$ cat config.mk
export PLATFORM = sky130hd
export DESIGN_NAME = jk_excitation_driver
export DESIGN_NICKNAME = d
export VERILOG_FILES = /design/src/rtl/jk_excitation_driver.sv
export SDC_FILE = /design/constraint.sdc
export NUM_CORES = 1
export LEC_CHECK = 0
export ABC_AREA = 1
export BUFFER_PORTS_ARGS = -buffer_cell sky130_fd_sc_hd__buf_2
export CORE_MARGIN = 1
export CORE_UTILIZATION = 56
export CTS_CLUSTER_DIAMETER = 120
export CTS_CLUSTER_SIZE = 30
export DETAILED_ROUTE_END_ITERATION = 10
export GPL_TIMING_DRIVEN = 1
export PLACE_DENSITY = 0.75
export SYNTH_ARGS = -nofsm -noshare
export SYNTH_HDL_FRONTEND = slang
export SYNTH_SLANG_ARGS = --single-unit
$ cat constraint.sdc
create_clock -name clk -period 2.05 [get_ports clk]
set_input_delay 0.1025 -clock clk [delete_from_list [all_inputs] [get_ports clk]]
set_output_delay 0.1025 -clock clk [all_outputs]
set_load 0.005 [all_outputs]
$ cat src/rtl/jk_excitation_driver.sv
// jk_excitation_driver: queues target words and pulses J/K so an external
// JK flip-flop bank steps through them, then checks the bank's feedback.
//
// Ports:
//   clk       rising-edge clock
//   rst       asynchronous active-low reset
//   in_valid  target word offered
//   in_data   target word (WIDTH bits)
//   in_ready  FIFO can accept; low while in reset
//   q_fb      Q outputs of the external flip-flop bank
//   clr_err   synchronous clear of err / err_cnt
//   j, k      registered excitation to the flip-flop bank
//   done      one-cycle pulse when a target has been checked
//   match     q_fb equalled the target at the last done
//   err       sticky mismatch flag
//   err_cnt   saturating mismatch count
//   busy      FSM active or FIFO holding words
module jk_excitation_driver #(
    parameter int WIDTH       = 4,
    parameter int DEPTH       = 4,
    parameter bit TOGGLE_MODE = 1'b0
) (
    input  logic             clk,
    input  logic             rst,
    input  logic             in_valid,
    input  logic [WIDTH-1:0] in_data,
    output logic             in_ready,
    input  logic [WIDTH-1:0] q_fb,
    input  logic             clr_err,
    output logic [WIDTH-1:0] j,
    output logic [WIDTH-1:0] k,
    output logic             done,
    output logic             match,
    output logic             err,
    output logic [7:0]       err_cnt,
    output logic             busy
);

    localparam int AW = $clog2(DEPTH);

    typedef enum logic [1:0] {
        S_IDLE,
        S_DRIVE,
        S_CHECK
    } state_t;

    state_t           r_state;
    logic [WIDTH-1:0] r_mem [DEPTH];
    logic [AW:0]      r_wr_ptr;
    logic [AW:0]      r_rd_ptr;
    logic [WIDTH-1:0] r_target;
    logic [WIDTH-1:0] r_j;
    logic [WIDTH-1:0] r_k;
    logic             r_done;
    logic             r_match;
    logic             r_err;
    logic [7:0]       r_err_cnt;

    logic             w_empty;
    logic             w_full;
    logic             w_push;
    logic             w_pop;
    logic [WIDTH-1:0] w_head;
    logic [WIDTH-1:0] w_diff;
    logic [WIDTH-1:0] w_jx;
    logic [WIDTH-1:0] w_kx;
    logic             w_miss;

    // Extra wrap bit: equal pointers mean empty, differing only in
    // the wrap bit means full.
    assign w_empty = (r_wr_ptr == r_rd_ptr);
    assign w_full  = (r_wr_ptr[AW] != r_rd_ptr[AW]) &&
                     (r_wr_ptr[AW-1:0] == r_rd_ptr[AW-1:0]);

    assign in_ready = rst && !w_full;
    assign w_push   = in_valid && in_ready;
    assign w_pop    = !w_empty &&
                      (r_state == S_IDLE || r_state == S_CHECK);
    assign w_head   = r_mem[r_rd_ptr[AW-1:0]];

    // Bits that must change get set/reset, or a toggle in toggle mode.
    assign w_diff = w_head ^ q_fb;
    assign w_jx   = TOGGLE_MODE ? w_diff : (w_head & ~q_fb);
    assign w_kx   = TOGGLE_MODE ? w_diff : (~w_head & q_fb);

    assign w_miss = (q_fb != r_target);

    always_ff @(posedge clk) begin
        if (w_push) begin
            r_mem[r_wr_ptr[AW-1:0]] <= in_data;
        end
    end

    always_ff @(posedge clk or negedge rst) begin
        if (!rst) begin
            r_wr_ptr <= '0;
            r_rd_ptr <= '0;
        end else begin
            if (w_push) begin
                r_wr_ptr <= r_wr_ptr + 1'b1;
            end
            if (w_pop) begin
                r_rd_ptr <= r_rd_ptr + 1'b1;
            end
        end
    end

    always_ff @(posedge clk or negedge rst) begin
        if (!rst) begin
            r_state   <= S_IDLE;
            r_target  <= '0;
            r_j       <= '0;
            r_k       <= '0;
            r_done    <= 1'b0;
            r_match   <= 1'b0;
            r_err     <= 1'b0;
            r_err_cnt <= '0;
        end else begin
            r_done <= 1'b0;
            if (clr_err) begin
                r_err     <= 1'b0;
                r_err_cnt <= '0;
            end
            unique case (r_state)
                S_IDLE: begin
                    if (!w_empty) begin
                        r_target <= w_head;
                        r_j      <= w_jx;
                        r_k      <= w_kx;
                        r_state  <= S_DRIVE;
                    end
                end
                S_DRIVE: begin
                    r_j     <= '0;
                    r_k     <= '0;
                    r_state <= S_CHECK;
                end
                S_CHECK: begin
                    r_done  <= 1'b1;
                    r_match <= !w_miss;
                    if (w_miss) begin
                        r_err <= 1'b1;
                        // A coincident clear wins first, leaving this miss.
                        if (clr_err) begin
                            r_err_cnt <= 8'd1;
                        end else if (r_err_cnt != 8'hFF) begin
                            r_err_cnt <= r_err_cnt + 8'd1;
                        end
                    end
                    if (!w_empty) begin
                        r_target <= w_head;
                        r_j      <= w_jx;
                        r_k      <= w_kx;
                        r_state  <= S_DRIVE;
                    end else begin
                        r_state <= S_IDLE;
                    end
                end
                default: begin
                    r_j     <= '0;
                    r_k     <= '0;
                    r_state <= S_IDLE;
                end
            endcase
        end
    end

    assign j       = r_j;
    assign k       = r_k;
    assign done    = r_done;
    assign match   = r_match;
    assign err     = r_err;
    assign err_cnt = r_err_cnt;
    assign busy    = (r_state != S_IDLE) || !w_empty;

endmodule

==> impl_metrics.env, run 1 <==
export IMPL_slew_headroom=0.6952
export IMPL_post_cts_resized=0
export IMPL_worstMarginPinSlew_ns=0.4555
export IMPL_final_layout_size_suffix_gt1_frac=0.1875
export IMPL_cap_violations=0
export IMPL_max_freq_mhz=546.2
export IMPL_clk_path_buf_depth=2
export IMPL_power_density_nw_per_um2=1315
export IMPL_dr_pass1_iters=6
export IMPL_final_period_utilization=0.8931
export IMPL_slowest_delay_ns=0.46
export IMPL_fillers=334
export IMPL_hold_buffers=1
export IMPL_areaGrowthSynthToFinish_pct=15.24
export IMPL_route_detailed_drc=0
export IMPL_regArea_um2=1256
export IMPL_drt_wirelength_per_cell_um=12.11
export IMPL_clock_latency_ns=0.29
export IMPL_cp_arrival_ns=1.73
export IMPL_wl_um=4070
export IMPL_m1WireLength_um=2001
export IMPL_worst_path_max_fanout=9
export IMPL_core_um2=3744
export IMPL_die_h_um=65.03
export IMPL_met3_length_um=179
export IMPL_run_status="finished, final reports clean"
export IMPL_grt_overflow=0
export IMPL_p_leak_uw=0.001272
export IMPL_netlist_cell_type_count=25
export IMPL_async_flop_share=0.6596
export IMPL_ys_ff_latch=47
export IMPL_critPathSlowestCell="dfrtp_1"
export IMPL_setup_viol_count_final=0
export IMPL_final_setup_skew_ns=0.007129
export IMPL_first_global_vias=1632
export IMPL_ys_seq_area_frac=0.5647
export IMPL_path_clk_slew_ns=0.09
export IMPL_whs_ns=0.009820
export IMPL_drtAntennaViolNets=0
export IMPL_cp_end_kind="output port"
export IMPL_fp_row_count=22
export IMPL_met2WireLength_um=1850
export IMPL_ios=33
export IMPL_top_layer_used="met4"
export IMPL_grt_max_degree=33
export IMPL_multiInputGateArea_um2=815.8
export IMPL_syn_num_nets=265
export IMPL_netlist_instances=247
export IMPL_routabilityCongestion=0.8397
export IMPL_layout_nets=305
export IMPL_htree_levels=2
export IMPL_grt_pass1_wl_um=7238
export IMPL_final_cell_mix="75 x nand2_1, 32 x inv_1, 32 x buf_2, 31 x dfrtp_1, 25 x nor2_1"
export IMPL_initialDrtViolationCount=129
export IMPL_layout_commonest_cell="nand2_1"
export IMPL_hold_viol=0
export IMPL_rsz0062_at_grt="false"
export IMPL_report_final_slew_viol_count=0
export IMPL_cp_start_kind="flop"
export IMPL_synth_ff_type="dfrtp_1"
export IMPL_syn_area_um2=2225
export IMPL_cts_root_buf="clkbuf_8"
export IMPL_dieArea_um2=4229
export IMPL_cts_setup_buffers=0
export IMPL_syn_avg_cell_area_um2=9.007
export IMPL_port_buffer_count=32
export IMPL_fin_crit_ns=1.831
export IMPL_cts_made_buffers=5
export IMPL_finalSetupTns_ns=0
export IMPL_grt_usage=0.2300
export IMPL_cts_sinks=47
export IMPL_path_cells="xor2_1 > nor2_1 > nand2_2 > nor2_2 > nand2_1 > buf_2"
export IMPL_n_antenna_cell=0
export IMPL_antenna_found_initial=0
export IMPL_vias_per_cell=4.943
export IMPL_yosysWarnings=0
export IMPL_path_class="reg2out"
export IMPL_hold_path_class="in2reg"
export IMPL_dp_hpwl_um=3051
export IMPL_cp_required_ns=1.95
export IMPL_via_count=1661
export IMPL_start_util=0.5943
export IMPL_chipWidth_um=65.03
export IMPL_synth_edff_count=16
export IMPL_cts_tree="built"
export IMPL_ir_drop_mv=0.7841
## kinds of logic (layout without fill, tap and decap cells)
group | after synthesis | count (layout) | synth area share
XOR/XNOR | 8 | 8 | 0.03150
buffers and inverters | 37 | 78 | 0.06862
AND/OR/NAND/NOR | 128 | 128 | 0.2458
adder cells (fa/ha/maj) | 6 | 6 | 0.03374
flip-flops | 47 | 47 | 0.5647
AO/OA/AOI/OAI | 21 | 21 | 0.05568
## where the power goes
group          total [uW]  switching [uW]  leakage, uW  internal, uW
combinational        1270             810     0.000673           462
clock                 660             298    0.0000543           362
sequential           1440             186     0.000544          1250
## stage by stage
step	setup WS (ns)	instances	area [um2]	total power (uW)	utilization
detailed placement	0.4366	327	2441	2730	0.6521
global placement	0.4742	327	2441	2690	0.6521
global route	0.1132	336	2564	3690	0.6848
finish	0.2192	336	2564	3372	0.6848
CTS	0.2138	336	2564	3403	0.6848
floorplan	0.5103	247	2225	2371	-
## critical path: cells and delay by family, from the launching register on
family | cells | cell delay (ns)
AND/OR/NAND/NOR | 4 | 0.66
XOR/XNOR | 1 | 0.19
flip-flops | 1 | 0.46
buffers and inverters | 1 | 0.13
## final timing paths
kind | endpoint | slack, ns | cells after the start | from
max in group asynchronous | r_rd_ptr[1] | 1.32 | 3 | rst
min reg2reg | r_state[1] | 0.43 | 1 | r_state[1]
max | busy | 0.22 | 6 | r_rd_ptr[1]
max reg2reg | err_cnt[2] | 0.42 | 9 | err_cnt[1]
min | j[2] | 0.01 | 2 | q_fb[2]
min in group asynchronous | j[1] | 0.44 | 3 | rst
## routing by layer
metal  vias to the layer above  GRT usage
li1                        858          -
met1                       757     0.3108
met2                        40     0.3581
met3                         6    0.06514
met5                         -          0
met4                         0    0.07337
## area by class of cell
cell class,instances,area share
well taps,48,0.02343
inverters,35,0.05222
repair buffers,35,0.07223
clock inverters,3,0.01708
clock buffers,5,0.02684
multi-input cells,163,0.3182
flip-flops and latches,47,0.4900
## synth_stat cells (2+ instances only)
master | count | area share
nor2_2 | 2 | 0.0056
nand3_1 | 17 | 0.038
edfxtp_1 | 16 | 0.22
ha_1 | 6 | 0.034
o21ai_1 | 5 | 0.011
xnor2_1 | 2 | 0.0079
xor2_1 | 6 | 0.024
o21bai_1 | 2 | 0.0067
clkinv_1 | 2 | 0.0034
dfrtp_1 | 31 | 0.35
nand2_1 | 75 | 0.13
nand3_2 | 3 | 0.013
nand2_2 | 2 | 0.0056
nor2_1 | 25 | 0.042
nand4_1 | 2 | 0.0056
o21ai_2 | 3 | 0.012
o21ai_0 | 9 | 0.020
inv_1 | 32 | 0.054
## registers in the layout, summed over array words and instances, names as in the netlist
signal and cells:
r_mem 16, err_cnt 8, j 4, k 4, r_target 4, r_rd_ptr 3, r_wr_ptr 3, r_state 2
done 1, err 1, match 1
Power figures use the tool's default switching activity.
==> inputs of run 2 (changes only) <==
- HOLD_SLACK_MARGIN: unset -> 0.02
==> run 2 against run 1 <==
Utilization rose by 0.80 points. Sequential power barely moved. Sequential share of layout area fell by 0.57 points. Combinational power barely moved. Clock skew barely moved. Die area did not move. Worst setup slack barely moved. Sequential cell count did not move. Wire length rose by 0.52%. Power rose by 0.13%. Register-to-register slack barely moved. Maximum frequency barely moved. Critical path type unchanged. Highest routed layer unchanged.
==> impl_metrics.env, run 2 (synthesis gave the netlist of run 1 again) <==
export IMPL_report_final_slew_viol_count=0
export IMPL_route_detailed_drc=0
export IMPL_p_leak_uw=0.001285
export IMPL_clock_latency_ns=0.29
export IMPL_dpl_cell_area_um2=2441
export IMPL_power_density_nw_per_um2=1302
export IMPL_stdcell_area_um2=2594
export IMPL_final_period_utilization=0.8931
export IMPL_ios=33
export IMPL_grt_max_degree=33
export IMPL_worst_path_max_fanout=9
export IMPL_grt_pass1_wl_um=7265
export IMPL_core_um2=3744
export IMPL_final_setup_skew_ns=0.006989
export IMPL_antenna_found_initial=0
export IMPL_dp_hpwl_um=3051
export IMPL_dp_slack_ns=0.4366
export IMPL_cp_end_kind="output port"
export IMPL_hold_viol=0
export IMPL_cp_arrival_ns=1.73
export IMPL_path_class="reg2out"
export IMPL_layout_nets=308
export IMPL_place_inst=327
export IMPL_cp_start_kind="flop"
export IMPL_fin_crit_ns=1.831
export IMPL_die_h_um=65.03
export IMPL_multiInputGateArea_um2=815.8
export IMPL_drtAntennaViolNets=0
export IMPL_areaGrowthSynthToFinish_pct=16.59
export IMPL_cts_tree="built"
export IMPL_worst_slack_ns=0.2192
export IMPL_cap_violations=0
export IMPL_fillers=331
export IMPL_n_antenna_cell=0
export IMPL_wl_um=4091
export IMPL_finalSetupTns_ns=0
export IMPL_cts_made_buffers=5
export IMPL_dieArea_um2=4229
export IMPL_regArea_um2=1256
export IMPL_ir_drop_mv=0.7841
export IMPL_drt_wirelength_per_cell_um=12.07
export IMPL_worstMarginPinSlew_ns=0.4555
export IMPL_hold_path_class="in2reg"
export IMPL_htree_levels=2
export IMPL_slew_headroom=0.6952
export IMPL_cts_setup_buffers=0
export IMPL_via_count=1671
export IMPL_dr_pass1_iters=6
export IMPL_initialDrtViolationCount=142
export IMPL_cp_required_ns=1.95
export IMPL_grt_usage=0.2307
export IMPL_fp_row_count=22
export IMPL_vias_per_cell=4.929
export IMPL_layout_commonest_cell="nand2_1"
export IMPL_setup_viol_count_final=0
export IMPL_max_freq_mhz=546.2
export IMPL_first_global_vias=1638
export IMPL_final_layout_size_suffix_gt1_frac=0.1856
export IMPL_fin_cells=339
export IMPL_clk_path_buf_depth=2
export IMPL_rsz0062_at_grt="false"
export IMPL_cts_sinks=47
export IMPL_port_buffer_count=32
export IMPL_start_util=0.5943
export IMPL_cts_root_buf="clkbuf_8"
export IMPL_routabilityCongestion=0.8397
export IMPL_chipWidth_um=65.03
export IMPL_path_clk_slew_ns=0.09
export IMPL_post_route_util=0.6928
export IMPL_run_status="finished, final reports clean"
export IMPL_largest_reg_flops=16
export IMPL_final_cell_mix="75 x nand2_1, 32 x inv_1, 32 x buf_2, 31 x dfrtp_1, 25 x nor2_1"
export IMPL_grt_overflow=0
[run 2: changes by cell type in the layout (fill, tap and decap cells not counted), sizes merged]
cell / delta
dlygate4sd3: +3
[run 2: layout make-up]
| type | count | area share |
|---|---|---|
| Sequential cell | 47 | 0.4843 |
| Clock inverter | 3 | 0.01688 |
| Timing Repair Buffer | 38 | 0.08297 |
| Tap cell | 48 | 0.02315 |
| Multi-Input combinational cell | 163 | 0.3145 |
| Clock buffer | 5 | 0.02653 |
| Inverter | 35 | 0.05162 |
[run 2: path summary, 6_finish.rpt]
check / cells past startpoint / slack, ns / to / from
setup / recovery: 6 / 0.22 / busy / r_rd_ptr[1]
hold / removal: 1 / 0.03 / r_mem[3][1] / in_data[1]
setup reg to reg: 9 / 0.42 / err_cnt[2] / err_cnt[1]
hold reg to reg: 1 / 0.43 / r_state[1] / r_state[1]
max in group asynchronous: 3 / 1.32 / r_rd_ptr[1] / rst
min in group asynchronous: 3 / 0.44 / j[1] / rst
[run 2: worst max-delay path: stages (launching register included)]
cell     delay, ns
dfrtp_1       0.46
xor2_1        0.19
nor2_1        0.16
nand2_2       0.11
nor2_2        0.31
nand2_1       0.08
buf_2         0.13
[run 2: power by group]
group / total (uW) / switching [uW] / internal [uW]
sequential: 1440 / 186 / 1250
combinational: 1280 / 811 / 466
clock: 659 / 298 / 362
[run 2: timing repair]
item | CTS | global route
hold endpoints to repair | 34 | 0
endpoints found under the setup margin | 0 | 0
resized for setup | 0 | 0
hold buffers | 4 | 0
[run 2: stage by stage]
stage | hold slack (ns) | total power [uW]
after floorplan | -0.1931 | 2371
after global placement | 0.2311 | 2690
after detailed placement | 0.2368 | 2730
after CTS | 0.02677 | 3407
after global routing | 0.02027 | 3695
final | 0.03369 | 3376
[run 2: metal layers]
layer,track usage,part of all wire
met5,0,0
met4,0.07337,0.0093
met3,0.06514,0.047
met2,0.3581,0.45
met1,0.3132,0.49
